--- src/rtl/arm_mem_pkg.sv ---
// Shared definitions for the MEM-stage SRAM path: FSM encoding, the SRAM window base
// and the external SRAM bus widths (also used by the pin wrapper and the cache).
package arm_mem_pkg;
    typedef enum logic [1:0] {ST_IDLE, ST_LOW, ST_HIGH, ST_DONE} mem_state_t;

    localparam int ARM_BASE_ADDR = 1024;
    localparam int SRAM_DW_DEF   = 16;
    localparam int SRAM_AW_DEF   = 18;
endpackage

--- src/rtl/sram_mem_ctrl.sv ---
// MEM-stage responder: splits each 32-bit load/store into two timed 16-bit SRAM accesses,
// dropping ready while the transfer is in flight so the pipeline freezes.
module sram_mem_ctrl
    import arm_mem_pkg::*;
#(
    parameter int n             = 32,
    parameter int SRAM_DW       = SRAM_DW_DEF,
    parameter int SRAM_AW       = SRAM_AW_DEF,
    parameter int BASE_ADDR     = ARM_BASE_ADDR,
    parameter int ACCESS_CYCLES = 3
) (
    input  logic               clk,
    input  logic               rst,
    input  logic               wr_en,
    input  logic               rd_en,
    input  logic [n-1:0]       address,
    input  logic [n-1:0]       write_data,
    output logic [n-1:0]       read_data,
    output logic               ready,
    output logic [SRAM_AW-1:0] sram_addr,
    output logic [SRAM_DW-1:0] sram_dq_out,
    input  logic [SRAM_DW-1:0] sram_dq_in,
    output logic               sram_dq_oe,
    output logic               sram_we_n
);
    localparam int          WW        = SRAM_AW - 1;
    localparam logic [n-1:0] L_BASE    = n'(BASE_ADDR);
    localparam logic [3:0]  L_LAST    = 4'(ACCESS_CYCLES - 1);
    localparam logic [3:0]  L_PRELAST = 4'(ACCESS_CYCLES - 2);

    mem_state_t        r_state, w_state_nxt;
    logic [3:0]        r_cnt, w_cnt_nxt;
    logic              r_wr;
    logic [WW-1:0]     r_word;
    logic [n-1:0]      r_data;
    logic [n-1:0]      r_read_data, w_read_data_nxt;
    logic [SRAM_AW-1:0] r_sram_addr, w_sram_addr_nxt;
    logic [SRAM_DW-1:0] r_dq_out, w_dq_out_nxt;
    logic              r_dq_oe, w_dq_oe_nxt;
    logic              r_we_n, w_we_n_nxt;
    logic              w_req, w_last, w_ready;
    logic [WW-1:0]     w_word;

    // Offset wraps modulo 2^n, so addresses below the base land at the top of SRAM.
    assign w_word = WW'((address - L_BASE) >> 2);
    assign w_req  = rd_en | wr_en;
    assign w_last = (r_cnt == L_LAST);

    always_comb begin
        w_state_nxt     = r_state;
        w_cnt_nxt       = r_cnt;
        w_read_data_nxt = r_read_data;
        w_sram_addr_nxt = r_sram_addr;
        w_dq_out_nxt    = r_dq_out;
        w_dq_oe_nxt     = r_dq_oe;
        w_we_n_nxt      = 1'b1;
        w_ready         = 1'b0;
        unique case (r_state)
            ST_IDLE: begin
                w_ready = ~w_req;
                if (w_req) begin
                    w_state_nxt     = ST_LOW;
                    w_cnt_nxt       = 4'd0;
                    w_sram_addr_nxt = {w_word, 1'b0};
                    w_dq_out_nxt    = write_data[SRAM_DW-1:0];
                    w_dq_oe_nxt     = wr_en;
                    w_we_n_nxt      = ~wr_en;
                end
            end
            ST_LOW, ST_HIGH: begin
                if (w_last) begin
                    w_cnt_nxt = 4'd0;
                    if (r_state == ST_LOW) begin
                        w_state_nxt     = ST_HIGH;
                        w_sram_addr_nxt = {r_word, 1'b1};
                        w_dq_out_nxt    = r_data[n-1:SRAM_DW];
                        w_dq_oe_nxt     = r_wr;
                        w_we_n_nxt      = ~r_wr;
                        if (!r_wr) w_read_data_nxt[SRAM_DW-1:0] = sram_dq_in;
                    end else begin
                        w_state_nxt = ST_DONE;
                        w_dq_oe_nxt = 1'b0;
                        if (!r_wr) w_read_data_nxt[n-1:SRAM_DW] = sram_dq_in;
                    end
                end else begin
                    w_cnt_nxt = r_cnt + 4'd1;
                    // Release WE one cycle early so the rising edge sees stable data.
                    w_we_n_nxt = ~r_wr | (r_cnt == L_PRELAST);
                end
            end
            ST_DONE: begin
                w_ready     = 1'b1;
                w_state_nxt = ST_IDLE;
                w_dq_oe_nxt = 1'b0;
            end
            default: w_state_nxt = ST_IDLE;
        endcase
    end

    always_ff @(posedge clk) begin
        if (rst) begin
            r_state     <= ST_IDLE;
            r_cnt       <= 4'd0;
            r_wr        <= 1'b0;
            r_word      <= '0;
            r_data      <= '0;
            r_read_data <= '0;
            r_sram_addr <= '0;
            r_dq_out    <= '0;
            r_dq_oe     <= 1'b0;
            r_we_n      <= 1'b1;
        end else begin
            r_state     <= w_state_nxt;
            r_cnt       <= w_cnt_nxt;
            r_read_data <= w_read_data_nxt;
            r_sram_addr <= w_sram_addr_nxt;
            r_dq_out    <= w_dq_out_nxt;
            r_dq_oe     <= w_dq_oe_nxt;
            r_we_n      <= w_we_n_nxt;
            if (r_state == ST_IDLE && w_req) begin
                r_wr   <= wr_en;
                r_word <= w_word;
                r_data <= write_data;
            end
        end
    end

    assign read_data   = r_read_data;
    assign ready       = w_ready;
    assign sram_addr   = r_sram_addr;
    assign sram_dq_out = r_dq_out;
    assign sram_dq_oe  = r_dq_oe;
    assign sram_we_n   = r_we_n;
endmodule

--- config.mk ---
export PLATFORM = sky130hd
export DESIGN_NAME = sram_mem_ctrl
export DESIGN_NICKNAME = d
export VERILOG_FILES = /design/src/rtl/arm_mem_pkg.sv /design/src/rtl/sram_mem_ctrl.sv
export SDC_FILE = /design/constraint.sdc
export NUM_CORES = 1
export LEC_CHECK = 0
export ABC_AREA = 1
export CORE_MARGIN = 8
export CORE_UTILIZATION = 42
export DETAILED_ROUTE_END_ITERATION = 8
export PLACE_DENSITY = 0.77
export SETUP_SLACK_MARGIN = 0.2
export SLEW_MARGIN = 20
export SYNTH_ARGS = -nofsm -noshare
export SYNTH_HDL_FRONTEND = slang
export SYNTH_SLANG_ARGS = --single-unit
--- constraint.sdc ---
create_clock -name clk -period 1.8 [get_ports clk]
set_input_delay 0.36 -clock clk [delete_from_list [all_inputs] [get_ports clk]]
set_output_delay 0.36 -clock clk [all_outputs]
set_load 0.01 [all_outputs]
==> results of run 1 <==
[layout make-up]
cell class,instances,area (sq um)
Timing Repair Buffer,176,1750
Sequential cell,108,2160
Fill cell,963,4120
Inverter,42,190
Clock buffer,11,141
Tap cell,140,175
Clock inverter,5,58.8
Multi-Input combinational cell,476,2290
[per-stage QoR]
stage                     total power, W  worst slack (ns)
after global routing              0.0107            0.0357
after global placement           0.00744            -0.268
after CTS                        0.00936            0.0816
final                             0.0101            0.0834
after detailed placement         0.00756            -0.371
after floorplan                  0.00618             0.191
[cell families after synthesis]
kind of cell,Yosys count,synth area share
compound gates,127,0.149
xor+xnor,1,0.00187
fa+ha+maj,4,0.0107
buf+inv,79,0.0775
flops,108,0.460
simple gates,344,0.301
[power by group]
| part | internal, W | switching (W) |
|---|---|---|
| Clock | 0.000686 | 0.000823 |
| Sequential | 0.00293 | 0.000277 |
| Combinational | 0.00236 | 0.00298 |
[layer usage]
layer | vias to the layer above | GRT usage | wire length (microns)
met3 | 22 | 0.0361 | 847
met4 | 0 | 0.0740 | 304
li1 | 2390 | - | -
met2 | 148 | 0.331 | 7330
met5 | - | 0 | 0
met1 | 2188 | 0.208 | 5830
[registers in the layout, summed over array words and instances, names as in the netlist]
name and flops:
sram_addr 18, r_word 17, read_data 32, r_data 16
sram_we_n 1, r_cnt 4, r_state 2, sram_dq_out 16
sram_dq_oe 1, r_wr 1
[critical path: stages, from the launching register on]
cell                      delay [ns]
sky130_fd_sc_hd__dfxtp_2        0.37
sky130_fd_sc_hd__ha_2           0.19
sky130_fd_sc_hd__inv_1          0.07
sky130_fd_sc_hd__nand2_2        0.09
sky130_fd_sc_hd__inv_2          0.05
sky130_fd_sc_hd__nor2_1         0.08
sky130_fd_sc_hd__buf_2          0.14
[Yosys cell counts]
master / count
sky130_fd_sc_hd__clkbuf_1: 25
sky130_fd_sc_hd__nand2_1: 172
sky130_fd_sc_hd__ha_1: 4
sky130_fd_sc_hd__nor3_4: 1
sky130_fd_sc_hd__nor2_4: 2
sky130_fd_sc_hd__nand4_1: 2
sky130_fd_sc_hd__o21bai_1: 5
sky130_fd_sc_hd__nor4_1: 1
sky130_fd_sc_hd__a21oi_1: 32
sky130_fd_sc_hd__buf_2: 3
sky130_fd_sc_hd__or2_2: 2
sky130_fd_sc_hd__inv_4: 1
sky130_fd_sc_hd__nor2_2: 2
sky130_fd_sc_hd__nand2_2: 10
sky130_fd_sc_hd__nand4_2: 1
sky130_fd_sc_hd__buf_4: 4
sky130_fd_sc_hd__o211ai_1: 3
sky130_fd_sc_hd__inv_2: 6
sky130_fd_sc_hd__o21ai_1: 10
sky130_fd_sc_hd__o21ai_0: 65
sky130_fd_sc_hd__nand3b_1: 2
sky130_fd_sc_hd__nor2_1: 134
sky130_fd_sc_hd__buf_6: 4
sky130_fd_sc_hd__nand2_4: 2
sky130_fd_sc_hd__nand3_1: 11
sky130_fd_sc_hd__nand3_2: 1
sky130_fd_sc_hd__dfxtp_1: 108
sky130_fd_sc_hd__buf_12: 1
sky130_fd_sc_hd__nor3_1: 1
sky130_fd_sc_hd__a21oi_2: 10
sky130_fd_sc_hd__a21boi_0: 2
sky130_fd_sc_hd__inv_1: 35
sky130_fd_sc_hd__xor2_1: 1
[repair_timing]
item / in CTS / in global routing
pin swaps: 6 / 14
setup endpoints to repair: 158 / 95
gates resized for setup: 92 / 57
buffers inserted: 7 / 2
gates cloned: 2 / 4
[layout by cell type, fill, tap and decap left out, drive strengths merged]
cell type,count
or2,2
nor4,1
o21bai,5
xor2,1
nand3,12
dfxtp,108
clkbuf,15
o21ai,75
dlymetal6s2s,2
clkdlybuf4s50,66
bufinv,1
ha,4
nor3,2
dlygate4sd2,67
nor2,138
clkinv,1
nand4,3
nand3b,2
o211ai,3
nand2,184
clkinvlp,2
buf,37
a21oi,42
a21boi,2
inv,43
[worst min path at each step]
stage	slack [ns]	endpoint	start	depth (start not counted)
6_report	0.27	sram_addr[10]	rst	2
5_1_grt	0.25	sram_addr[10]	rst	2
4_1_cts	0.26	sram_addr[10]	rst	2
3_5_place_dp	0.46	sram_dq_out[6]	sram_dq_out[6]	2
3_3_place_gp	0.45	sram_addr[4]	sram_addr[4]	2
2_1_floorplan	0.45	r_word[8]	address[10]	1
==> flow_summary.json, run 1 <==
{
  "timing.final.max_slew_violations": 0,
  "post_drt_via_cell_ratio": 4.96,
  "synth.net_count": 751,
  "syn-cell-area_sq_um": 4700,
  "postRouteAntennaNets": 0,
  "core_area_sq_um": 10900,
  "clock_sink_count": 108,
  "p_leak_nw": 3.20,
  "ys_top_cells_by_area": "sky130_fd_sc_hd__dfxtp_1, sky130_fd_sc_hd__nand2_1, sky130_fd_sc_hd__nor2_1",
  "ys_seq_elements": 108,
  "crit-reg2reg-capture": "sram_addr[5]",
  "ctsHtreeMaxLevel": 3,
  "r2r_start": "r_state[0]",
  "hpwlAfterDp_mm": 9.68,
  "finalHoldViolCount": 0,
  "netlist.top_cell.by_area": "sky130_fd_sc_hd__dfxtp_1",
  "io-pin-count": 153,
  "rows": 38,
  "antenna_found_initial": 0,
  "vias_in_the_first_global_route": 4687,
  "placedInstanceArea_sq_um": 6270,
  "wire_per_inst_microns": 14.9,
  "dpl.cell_count": 927,
  "worstHoldPathType": "in -> reg",
  "crit_start": "r_state[0]",
  "port_buffers": 137,
  "postSynthCellCount": 663,
  "yosys_warnings": 0,
  "track_usage": 0.184,
  "timing.final.crit_share": 0.954,
  "drive_above_1_share": 0.154,
  "antenna-diode-count": 0,
  "tritoncts": "done",
  "clockBufferDepth": 2,
  "setup.worst_path.class": "reg -> out",
  "firstDrtPassIters": 5,
  "floorplan.die.width_microns": 122,
  "route.detailed.drc": 0,
  "setup_slack_of_the_most_critical_reg_to_reg_path_ns": 0.11,
  "setup_viol_count_final": 0,
  "endpoint": "ready",
  "synthDominantCellAreaShare": 0.460,
  "finalWeightedCongestion": 0.861,
  "max_slew_margin": 0.723,
  "clock-root-buffer": "sky130_fd_sc_hd__clkbuf_8",
  "grt_pass1_wl_mm": 22.4,
  "post_synthesis_sequential_area_ratio": 0.460,
  "clk_pin_slew_ns": 0.10,
  "grt_max_degree": 39,
  "skew_ns": 0.0153,
  "final_hold_slack_ns": 0.272,
  "layout.core_utilization": 0.622,
  "arrival_time_at_the_worst_endpoint_ns": 1.36,
  "route.final.wire_length_mm": 14.3,
  "peakVddDrop_mv": 0.841,
  "cellPowerDensity_nw_per_um2": 1490,
  "worst_r2r_path_depth": 9,
  "status": "complete, no violations",
  "globalRoute.totalOverflow": 0,
  "fin_nets": 901,
  "cts-hold-fix-buffers": 0,
  "die_y_microns": 122,
  "worstSetupStartpointType": "register",
  "final.setup.tns_ns": 0,
  "end_kind": "primary output",
  "fp.dieArea_sq_um": 14800,
  "worst-path-max-fanout": 3,
  "unrepaired_setup_endpoints_after_global_routing": "true",
  "finalInstanceArea_sq_um": 6770,
  "synth.avg_cell_area_sq_um": 7.08,
  "final.min_clock_period_ns": 1.72,
  "synth_cell_types": 33,
  "top_achievable_clock_speed_mhz": 583,
  "cp.required_ns": 1.44,
  "tritoncts.num_buffers": 9,
  "vias": 4748,
  "initialDrtViolationCount": 269,
  "clock_latency_ns": 0.37,
  "final-instance-count-excl-fill": 958,
  "area_growth_syn_to_layout_pct": 44.1,
  "floorplan.initialDensity": 0.431,
  "tightestPinTransition_ns": 0.414,
  "cap_viol_max_count": 0
}
(Power assumes the default switching activity.)
==> run 2, diff against run 1 <==
--- a/config.mk
+++ b/config.mk
@@ -6,10 +6,13 @@
 export NUM_CORES = 1
 export LEC_CHECK = 0
 export ABC_AREA = 1
+export CELL_PAD_IN_SITES_DETAIL_PLACEMENT = 1
+export CELL_PAD_IN_SITES_GLOBAL_PLACEMENT = 2
 export CORE_MARGIN = 8
-export CORE_UTILIZATION = 42
+export CORE_UTILIZATION = 23
+export CTS_BUF_LIST = sky130_fd_sc_hd__clkbuf_4 sky130_fd_sc_hd__clkbuf_8
 export DETAILED_ROUTE_END_ITERATION = 8
-export PLACE_DENSITY = 0.77
+export PLACE_DENSITY_LB_ADDON = 0.1
 export SETUP_SLACK_MARGIN = 0.2
 export SLEW_MARGIN = 20
 export SYNTH_ARGS = -nofsm -noshare
==> run 2 against run 1 <==
Core utilization shrank 27 points. Clock skew rose by 0.0038 ns. Sequential share of layout area shrank 1.1 points. Via count hardly changed. First-iteration DRC count fell by 68%. Combinational power down 3%. Total power is 0.32% lower. Hold slack gained 0.035 ns. Maximum frequency grew 0.24%. Die area grew 70%. Critical path type is now in -> out.
==> flow_summary.json, run 2 (synthesis gave the netlist of run 1 again) <==
{
  "status": "complete, no violations",
  "core_area_sq_um": 20200,
  "final-instance-count-excl-fill": 1094,
  "critPathBufInv": 3,
  "port_buffers": 137,
  "placement.setup.worst_slack_ns": -0.343,
  "fin_nets": 907,
  "globalRoute.totalOverflow": 0,
  "hold_path_cell_cnt": 2,
  "worst_path_depth": 7,
  "post_drt_via_cell_ratio": 4.34,
  "cp.required_ns": 1.44,
  "setup.worst_path.class": "in -> out",
  "clk_pin_slew_ns": 0.10,
  "worst_path_max_delay_cell": "sky130_fd_sc_hd__clkdlybuf4s50_1",
  "timing.final.max_slew_violations": 0,
  "dpl.cell_count": 1063,
  "clock-root-buffer": "sky130_fd_sc_hd__clkbuf_8",
  "max_stage_delay_ns": 0.46,
  "clockBufferDepth": 2,
  "timing.critical_path.max_delay_family": "buffers and inverters",
  "antenna-diode-count": 0,
  "setup_viol_count_final": 0,
  "area_growth_syn_to_layout_pct": 49.4,
  "vias": 4749,
  "postRouteAntennaNets": 0,
  "final_hold_slack_ns": 0.307,
  "floorplan.die.width_microns": 159,
  "route.final.wire_length_mm": 17.2,
  "cellPowerDensity_nw_per_um2": 1430,
  "die_y_microns": 159,
  "layout.cells.most_common_list": "sky130_fd_sc_hd__nand2_1, sky130_fd_sc_hd__nor2_1, sky130_fd_sc_hd__dfxtp_1",
  "rows": 52,
  "largest_register_ff_count": 32,
  "tightestPinTransition_ns": 0.424,
  "final_critical_path_setup_slack_ns": 0.0876,
  "p_leak_nw": 3.24,
  "antenna_found_initial": 0,
  "route.detailed.drc": 0,
  "top_achievable_clock_speed_mhz": 584,
  "worstSetupStartpointType": "input pin",
  "tritoncts.num_buffers": 9,
  "setup_slack_of_the_most_critical_reg_to_reg_path_ns": 0.11,
  "worst_r2r_path_depth": 11,
  "finalHoldViolCount": 0,
  "tritoncts": "done",
  "cap_viol_max_count": 0,
  "drive_above_1_share": 0.161,
  "ctsHtreeMaxLevel": 3,
  "worstHoldPathType": "in -> reg",
  "grt_max_degree": 40,
  "max_slew_margin": 0.717,
  "worst-path-max-fanout": 2,
  "end_kind": "primary output",
  "timing.final.crit_share": 0.951,
  "final.min_clock_period_ns": 1.71,
  "peakVddDrop_mv": 0.607,
  "layout_commonest_cell": "sky130_fd_sc_hd__nand2_1",
  "track_usage": 0.136,
  "arrival_time_at_the_worst_endpoint_ns": 1.35,
  "firstDrtPassIters": 4,
  "hpwlAfterDp_mm": 12.3,
  "wire_per_inst_microns": 15.7,
  "vias_in_the_first_global_route": 5216,
  "cts-hold-fix-buffers": 0,
  "fp.dieArea_sq_um": 25300,
  "initialDrtViolationCount": 85,
  "unrepaired_setup_endpoints_after_global_routing": "true",
  "clock_sink_count": 108,
  "skew_ns": 0.0191,
  "finalWeightedCongestion": 0.722,
  "floorplan.initialDensity": 0.233,
  "clock_latency_ns": 0.39,
  "critical_path.cell_chain": "clkdlybuf4s50_1 -> nor2_1 -> nand2_2 -> nand2_2 -> inv_1 -> nor2_1 -> buf_2",
  "io-pin-count": 153,
  "grt_pass1_wl_mm": 27.9
}
## run 2: worst paths after layout
kind	start	to
min	rst	sram_addr[10]
max reg2reg	r_state[0]	read_data[6]
min reg2reg	sram_addr[10]	sram_addr[10]
max	rd_en	ready
## run 2: per-layer routing
metal  global-route usage  part of all wire  vias to the layer above
met4               0.0322             0.010                        0
met3               0.0406             0.050                        9
met1                0.154              0.44                     2264
met2                0.246              0.50                       76
met5                    0                 0                        -
li1                     -                 -                     2400
## run 2: area by class of cell
| cell class | count | area, sq um |
|---|---|---|
| Clock buffer | 11 | 151 |
| Clock inverter | 5 | 66.3 |
| Fill cell | 2476 | 13200 |
| Inverter | 42 | 200 |
| Multi-Input combinational cell | 476 | 2290 |
| Sequential cell | 108 | 2160 |
| Tap cell | 270 | 338 |
| Timing Repair Buffer | 182 | 1800 |
## run 2: repair_timing
item | 4_1_cts | 5_1_grt
resized for setup | 106 | 39
endpoints found under the setup margin | 167 | 97
pin swaps | 9 | 13
gates cloned | 0 | 2
buffers inserted | 10 | 3
## run 2: through the flow
step	area, sq um	power, W	util	setup TNS, ns
after CTS	6820	0.00976	0.338	0
after global routing	7020	0.0109	0.348	0
final	7020	0.0100	0.348	0
after floorplan	4730	0.00618	-	0
after detailed placement	6530	0.00802	0.324	-5.91
after global placement	6530	0.00793	0.324	-4.16
## run 2: power by group
group          internal (W)  switching (W)
Clock              0.000738       0.000920
Sequential          0.00293       0.000274
Combinational       0.00217        0.00299
Total               0.00584        0.00418
==> run 3, diff against run 2 <==
--- a/config.mk
+++ b/config.mk
@@ -5,11 +5,11 @@
 export SDC_FILE = /design/constraint.sdc
 export NUM_CORES = 1
 export LEC_CHECK = 0
-export ABC_AREA = 1
+export ABC_AREA = 0
 export CELL_PAD_IN_SITES_DETAIL_PLACEMENT = 1
 export CELL_PAD_IN_SITES_GLOBAL_PLACEMENT = 2
 export CORE_MARGIN = 8
-export CORE_UTILIZATION = 23
+export CORE_UTILIZATION = 24
 export CTS_BUF_LIST = sky130_fd_sc_hd__clkbuf_4 sky130_fd_sc_hd__clkbuf_8
 export DETAILED_ROUTE_END_ITERATION = 8
 export PLACE_DENSITY_LB_ADDON = 0.1
==> constraint.sdc (replaced) <==
create_clock -name clk -period 1.4 [get_ports clk]
set_input_delay 0.28 -clock clk [delete_from_list [all_inputs] [get_ports clk]]
set_output_delay 0.28 -clock clk [all_outputs]
set_load 0.01 [all_outputs]
==> run 3 against run 2 <==
The flow now finishes with violations (setup timing). Cell count decreased by 13%. Clock-buffer cell count is the same. Wire length is 3.3% lower. Combinational power down 54%. Non-clock buffer count increased by 40. Critical path type is now reg -> reg. Highest routed layer unchanged.
==> flow_summary.json, run 3 <==
{
  "status": "complete, but fails checks",
  "failing_checks": "setup timing",
  "top_achievable_clock_speed_mhz": 549,
  "post_synthesis_sequential_area_ratio": 0.474,
  "floorplan.die.width_microns": 154,
  "clock_latency_ns": 0.38,
  "placement.setup.worst_slack_ns": -0.622,
  "synth-async-reset-ratio": 0,
  "final_critical_path_setup_slack_ns": -0.423,
  "route.final.wire_length_mm": 16.6,
  "setup_viol_count_final": 108,
  "unrepaired_setup_endpoints_after_global_routing": "true",
  "layout.cells.most_common_list": "sky130_fd_sc_hd__dfxtp_2, sky130_fd_sc_hd__clkdlybuf4s50_1, sky130_fd_sc_hd__nand2_1",
  "yosys.cell_count.top_type": "sky130_fd_sc_hd__dfxtp_1",
  "antenna-diode-count": 0,
  "io-pin-count": 153,
  "drive_above_1_share": 0.483,
  "finalHoldViolCount": 0,
  "post_drt_via_cell_ratio": 4.62,
  "worst_path_max_delay_cell": "sky130_fd_sc_hd__or4b_4",
  "tritoncts": "done",
  "peakVddDrop_mv": 0.562,
  "route.detailed.drc": 0,
  "min-delay-start": "rst",
  "power.sequential.fraction": 0.440,
  "synthFlopType": "sky130_fd_sc_hd__dfxtp_1",
  "clk_pin_slew_ns": 0.11,
  "synth_common_cells": "sky130_fd_sc_hd__dfxtp_1, sky130_fd_sc_hd__nand2_1, sky130_fd_sc_hd__nor2_1, sky130_fd_sc_hd__a21oi_1, sky130_fd_sc_hd__mux2i_1",
  "max_stage_delay_ns": 0.53,
  "area_growth_syn_to_layout_pct": 64.0,
  "ys_seq_elements": 108,
  "crit_start": "r_cnt[3]",
  "power_report.internal_total_w": 0.00553,
  "rows": 50,
  "crit-reg2reg-capture": "sram_addr[9]",
  "end_kind": "register",
  "hpwlAfterDp_mm": 11.4,
  "antenna_found_initial": 0,
  "core_area_sq_um": 18700,
  "postRouteAntennaNets": 0,
  "timing.final.max_slew_violations": 0,
  "netlist.top_cell.by_area": "sky130_fd_sc_hd__dfxtp_1",
  "syn-cell-area_sq_um": 4560,
  "cp.required_ns": 1.65,
  "largest_register_ff_count": 32,
  "final.setup.tns_ns": -27.13,
  "skew_ns": 0.0167,
  "dpl.cell_count": 903,
  "grt_max_degree": 63,
  "vias": 4388,
  "synth-edff-count": 0,
  "setup.worst_path.class": "reg -> reg",
  "finalWeightedCongestion": 0.737,
  "wire_per_inst_microns": 17.5,
  "track_usage": 0.138,
  "tritoncts.num_buffers": 9,
  "final.min_clock_period_ns": 1.82,
  "yosys_warnings": 0,
  "netSwitchingFraction": 0.304,
  "clock_power_share": 0.259,
  "fin_nets": 798,
  "worstHoldPathType": "in -> reg",
  "clockBufferDepth": 2,
  "timing.hold.worst_endpoint": "sram_addr[17]",
  "ys_top_cells_by_area": "sky130_fd_sc_hd__dfxtp_1, sky130_fd_sc_hd__mux2i_1, sky130_fd_sc_hd__nand2_1",
  "synthDominantCellAreaShare": 0.474,
  "total_power_w": 0.00794,
  "worst-path-max-fanout": 4,
  "ctsHtreeMaxLevel": 3,
  "setup_slack_of_the_most_critical_reg_to_reg_path_ns": -0.42,
  "cts-hold-fix-buffers": 0,
  "worst_r2r_path_depth": 7,
  "port_buffers": 137,
  "synth.net_count": 605,
  "hold_path_cell_cnt": 3,
  "worst_path_depth": 7,
  "synth_cell_types": 45,
  "globalRoute.totalOverflow": 0,
  "layout_commonest_cell": "sky130_fd_sc_hd__dfxtp_2",
  "fp.dieArea_sq_um": 23700,
  "worstSetupStartpointType": "register",
  "critPathBufInv": 3,
  "cellPowerDensity_nw_per_um2": 1060,
  "timing.critical_path.mode_cell": "sky130_fd_sc_hd__buf_6",
  "clock_sink_count": 108,
  "firstDrtPassIters": 6,
  "synth.avg_cell_area_sq_um": 8.83,
  "tightestPinTransition_ns": 0.540,
  "netSwitchingPower_w": 0.00242,
  "timing.final.crit_share": 1.30,
  "final-instance-count-excl-fill": 949,
  "clock-root-buffer": "sky130_fd_sc_hd__clkbuf_8",
  "grt_pass1_wl_mm": 26.1,
  "postSynthCellCount": 517,
  "r2r_start": "r_cnt[3]",
  "die_y_microns": 154,
  "critical_path.cell_chain": "or4b_4 -> a211oi_4 -> buf_6 -> buf_6 -> buf_12 -> mux2i_1 -> nor2_1",
  "arrival_time_at_the_worst_endpoint_ns": 2.07,
  "floorplan.initialDensity": 0.244,
  "power.share.combinational": 0.301,
  "vias_in_the_first_global_route": 4800,
  "p_leak_nw": 3.14,
  "timing.critical_path.max_delay_family": "simple AND/OR/NAND/NOR gates",
  "max_slew_margin": 0.640,
  "initialDrtViolationCount": 132,
  "cap_viol_max_count": 0
}
-- run 3: cell types whose count changed after synthesis, moves of 24 or more --
cell and delta:
sky130_fd_sc_hd__a211oi_2 +24, sky130_fd_sc_hd__mux2i_1 +45, sky130_fd_sc_hd__o21ai_0 -56, sky130_fd_sc_hd__inv_1 -24, sky130_fd_sc_hd__nor2_1 -69, sky130_fd_sc_hd__nand2_1 -77
-- run 3: power groups by stage --
stage | clock network [W] | logic [W] | registers, W
2_1_floorplan | 0 | 0.000973 | 0.00357
3_3_place_gp | 0 | 0.00192 | 0.00352
3_5_place_dp | 0 | 0.00196 | 0.00353
4_1_cts | 0.00217 | 0.00228 | 0.00349
5_1_grt | 0.00233 | 0.00259 | 0.00353
6_report | 0.00206 | 0.00239 | 0.00349
-- run 3: how the worst max path moves through the flow --
stage	slack [ns]	to
finish	-0.42	sram_addr[9]
global route	-0.50	sram_addr[9]
CTS	-0.45	sram_addr[9]
detailed placement	-0.62	ready
global placement	-0.58	ready
floorplan	-0.46	sram_addr[10]
-- run 3: layout make-up --
cell class,instances,area [sq um]
clock buffers,11,145
well taps,234,293
fillers,2131,11200
clock inverters,5,72.6
flip-flops and latches,108,2250
multi-input cells,357,2580
repair buffers,222,2100
inverters,12,47.5
-- run 3: timing repair --
action	CTS	global route
resized for setup	421	55
endpoints found under the setup margin	176	125
pin swaps	25	22
gates cloned	5	2
buffers inserted	14	9
-- run 3: logic make-up after synthesis --
logic type,count (synthesis),share of synthesized area
AND/OR/NAND/NOR,197,0.184
adder cells (fa/ha/maj),4,0.0110
buffers and inverters,52,0.0485
AO/OA/AOI/OAI,107,0.177
multiplexers,45,0.0987
XOR/XNOR,4,0.00768
flip-flops,108,0.474
-- run 3: layer usage --
metal  global-route usage  part of all wire  vias to the layer above  wire length [microns]
met5                    0                 0                        -                      0
met4               0.0294            0.0075                        0                    124
met3               0.0406             0.050                        8                    825
met2                0.238              0.50                       78                   8270
met1                0.166              0.44                     2135                   7390
li1                     -                 -                     2167                      -
-- run 3: worst min-delay path, delay by kind of cell --
family / cells / cell delay, ns
AND/OR/NAND/NOR: 1 / 0.14
AO/OA/AOI/OAI: 1 / 0.13
buffers and inverters: 1 / 0.12
-- run 3: per-stage QoR --
stage | hold slack [ns] | area, sq um | utilization
3_3_place_gp | 0.442 | 6630 | 0.354
3_5_place_dp | 0.448 | 6630 | 0.354
2_1_floorplan | 0.376 | 4740 | -
6_report | 0.366 | 7490 | 0.400
4_1_cts | 0.351 | 7160 | 0.383
5_1_grt | 0.350 | 7490 | 0.400
==> RTL change, RTL diff (config.mk and constraints of run 3) <==
`r_sram_addr` no longer has a reset.
--- a/src/rtl/sram_mem_ctrl.sv
+++ b/src/rtl/sram_mem_ctrl.sv
@@ -105,7 +105,6 @@
             r_word      <= '0;
             r_data      <= '0;
             r_read_data <= '0;
-            r_sram_addr <= '0;
             r_dq_out    <= '0;
             r_dq_oe     <= 1'b0;
             r_we_n      <= 1'b1;
@@ -113,7 +112,6 @@
             r_state     <= w_state_nxt;
             r_cnt       <= w_cnt_nxt;
             r_read_data <= w_read_data_nxt;
-            r_sram_addr <= w_sram_addr_nxt;
             r_dq_out    <= w_dq_out_nxt;
             r_dq_oe     <= w_dq_oe_nxt;
             r_we_n      <= w_we_n_nxt;
@@ -125,6 +123,10 @@
         end
     end
 
+    always_ff @(posedge clk) begin
+        r_sram_addr <= w_sram_addr_nxt;
+    end
+
     assign read_data   = r_read_data;
     assign ready       = w_ready;
     assign sram_addr   = r_sram_addr;
Function: changed (a bounded check fails within 4 cycles, from zero or initial values and one cycle with rst high).
==> RTL change against run 3 <==
Design area up 11%; first-iteration DRC count down 6.1%; wire length up 1.9%; worst hold slack worse by 0.13 ns; the flow still finishes with violations (setup timing); critical path depth unchanged; worst setup slack better by 0.030 ns; non-clock buffer count up 21; synthesized area up 5.8%; sequential share of layout area down 1.1 points; sequential cell count unchanged.
Power is not compared: it rests on default switching activity, and its combinational part moved more than twofold at a synthesized area within 25%.
==> RTL change: results (changes against run 3) <==
The post-synthesis share of cell area spent on xor and xnor gates is 0.00544 (-0.00223). The part of the Yosys area used for sequential elements came out at 0.485 (+0.0115). The slew at the pin closest to its max-slew limit was 0.507 ns (-0.0327 ns). The weighted congestion at the end of routability-driven global placement is 0.730 (-1.0%). By area the synthesized netlist is led by dfxtp_1, edfxtp_1, mux2i_1, nand2b_1, mux2_2. The run finished, with violations left. The clock skew is 0.0112 ns (-0.00549 ns).

The leakage power of the design is 3.52 nW. The distinct cell type count of the synthesized netlist was 49 (+8.9%). The gate count of the mapped netlist is 491 (-5.0%). The tree is rooted in a clkbuf_8. The synthesized net count came out at 579 (-4.3%). The largest fanout on the critical path came out at 7 (+3).

The checks that failed: setup timing. The total iterations of the first detailed-routing run came out at 4 (-2). The number of standard cells in the layout, taps in and fillers out is 986 (+3.9%). The post-synthesis adder-cell area fraction came out at 0.0104 (-0.000597). Among all stages on the critical path, the largest delay is contributed by dfxtp_2. The initial detailed-routing violation count was 124 (-6.1%). The fraction of final layout cells sized beyond drive strength 1 is 0.517 (+0.0342). The compound-gate portion of the synthesized area came out at 0.0806 (-0.0962). The instance area after placement is 7080 sq um (+6.8%). The path class of the tightest hold or removal check is in2reg.

The average routed wire per standard cell came out at 17.2 microns (-1.9%). The TritonCTS buffer count is 9 (unchanged). The CTS clock-pin slew for the worst setup and hold paths came out at 0.11 ns (about the same).

The count of final setup violators came out at 126 (+17%). The critical path's largest stage delay came to 0.36 ns (-0.17 ns). The post-placement worst setup slack came out at -1.03 ns (-0.405 ns).

The antenna diode instance count came out at 0 (unchanged). The category of cells accounting for the largest share of critical-path delay is buffers and inverters. The multiplexer share of the synthesized area is 0.169 (+0.0706). The pin count of the biggest net entering global routing came to 32 (-49%). The critical path is of the reg2reg type.

The count of input and output buffers came out at 137 (unchanged). The origin of the critical flop-to-flop path is r_state[0]. The number of vias per cell after detailed routing is 4.41 (-4.5%).

The number of instances in the placed design is 918 (+1.7%). The maximum vdd drop came out at 0.507 mV. The most critical setup path has its endpoint at sram_dq_out[7].

The signed area change from the synthesized netlist to the final layout is 72.7%. The number of flops mapped to enable cells by yosys came to 18 (+18). The share of total power dissipated in combinational logic is 0.525. The overall global routing resource usage is 0.138 (+0.000292).

The via count of the first global-routing pass is 4904 (+2.2%). The wire length of the first global-routing pass is 26600 microns (+1.9%). Per report_power, the Sequential row totals 4.27 mW. The fraction of registers with async set/reset came out at 0 (unchanged). The net count reported at finish came out at 799 (+0.13%). The cell-internal power came out at 8.94 mW. The placed wire-length estimate is 11100 microns (-2.7%).

Ranked by instance count, the synthesized netlist is headed by dfxtp_1, nand2_1, nand2b_1, mux2i_1. The worst setup margin is -0.393 ns (+0.0302 ns).
[RTL change: worst min-delay path by stage]
stage                      from         end  slack, ns  depth (start not counted)
floorplan           address[10]   r_word[8]       0.37                          1
global placement     r_data[27]  r_data[27]       0.44                          2
detailed placement   r_data[30]  r_data[30]       0.45                          2
CTS                 address[10]   r_word[8]       0.20                          3
global route        address[10]   r_word[8]       0.22                          3
finish              address[10]   r_word[8]       0.24                          3
[RTL change: repair_timing]
action | CTS | global route
cloned | 12 | 1
endpoints found under the setup margin | 194 | 148
pin swaps | 35 | 17
buffers inserted | 30 | 9
hold buffers | 0 | 0
gates resized for setup | 451 | 60
[RTL change: per-stage QoR]
step	hold slack [ns]	setup TNS (ns)
2_1_floorplan	0.372	-21.62
3_3_place_gp	0.440	-52.67
3_5_place_dp	0.451	-53.77
4_1_cts	0.203	-31.13
5_1_grt	0.220	-41.96
6_report	0.238	-34.53
[RTL change: final cells by class]
cell class              count  area, sq um
clock buffers              11          151
clock inverters             5         58.8
fillers                  2217        11600
inverters                  12         71.3
multi-input cells         337         2840
flip-flops and latches    108         2410
well taps                 270          338
repair buffers            243         2470
[RTL change: kinds of logic after synthesis]
logic type,after synthesis
simple gates,189
flops,108
mux,78
compound gates,63
buf+inv,46
fa+ha+maj,4
xor+xnor,3
[RTL change: worst register-to-register path, delay by kind of cell (launching register included)]
| family | cells | cell delay (ns) |
|---|---|---|
| buf+inv | 4 | 0.47 |
| flops | 1 | 0.36 |
| fa+ha+maj | 1 | 0.36 |
| mux | 1 | 0.29 |
| compound gates | 1 | 0.21 |
[RTL change: metal layers]
layer	routed length, microns	GRT usage	vias up
met5	0	0	-
met4	170	0.0481	0
met3	783	0.0308	9
met2	8450	0.237	86
met1	7530	0.167	2137
li1	-	-	2120
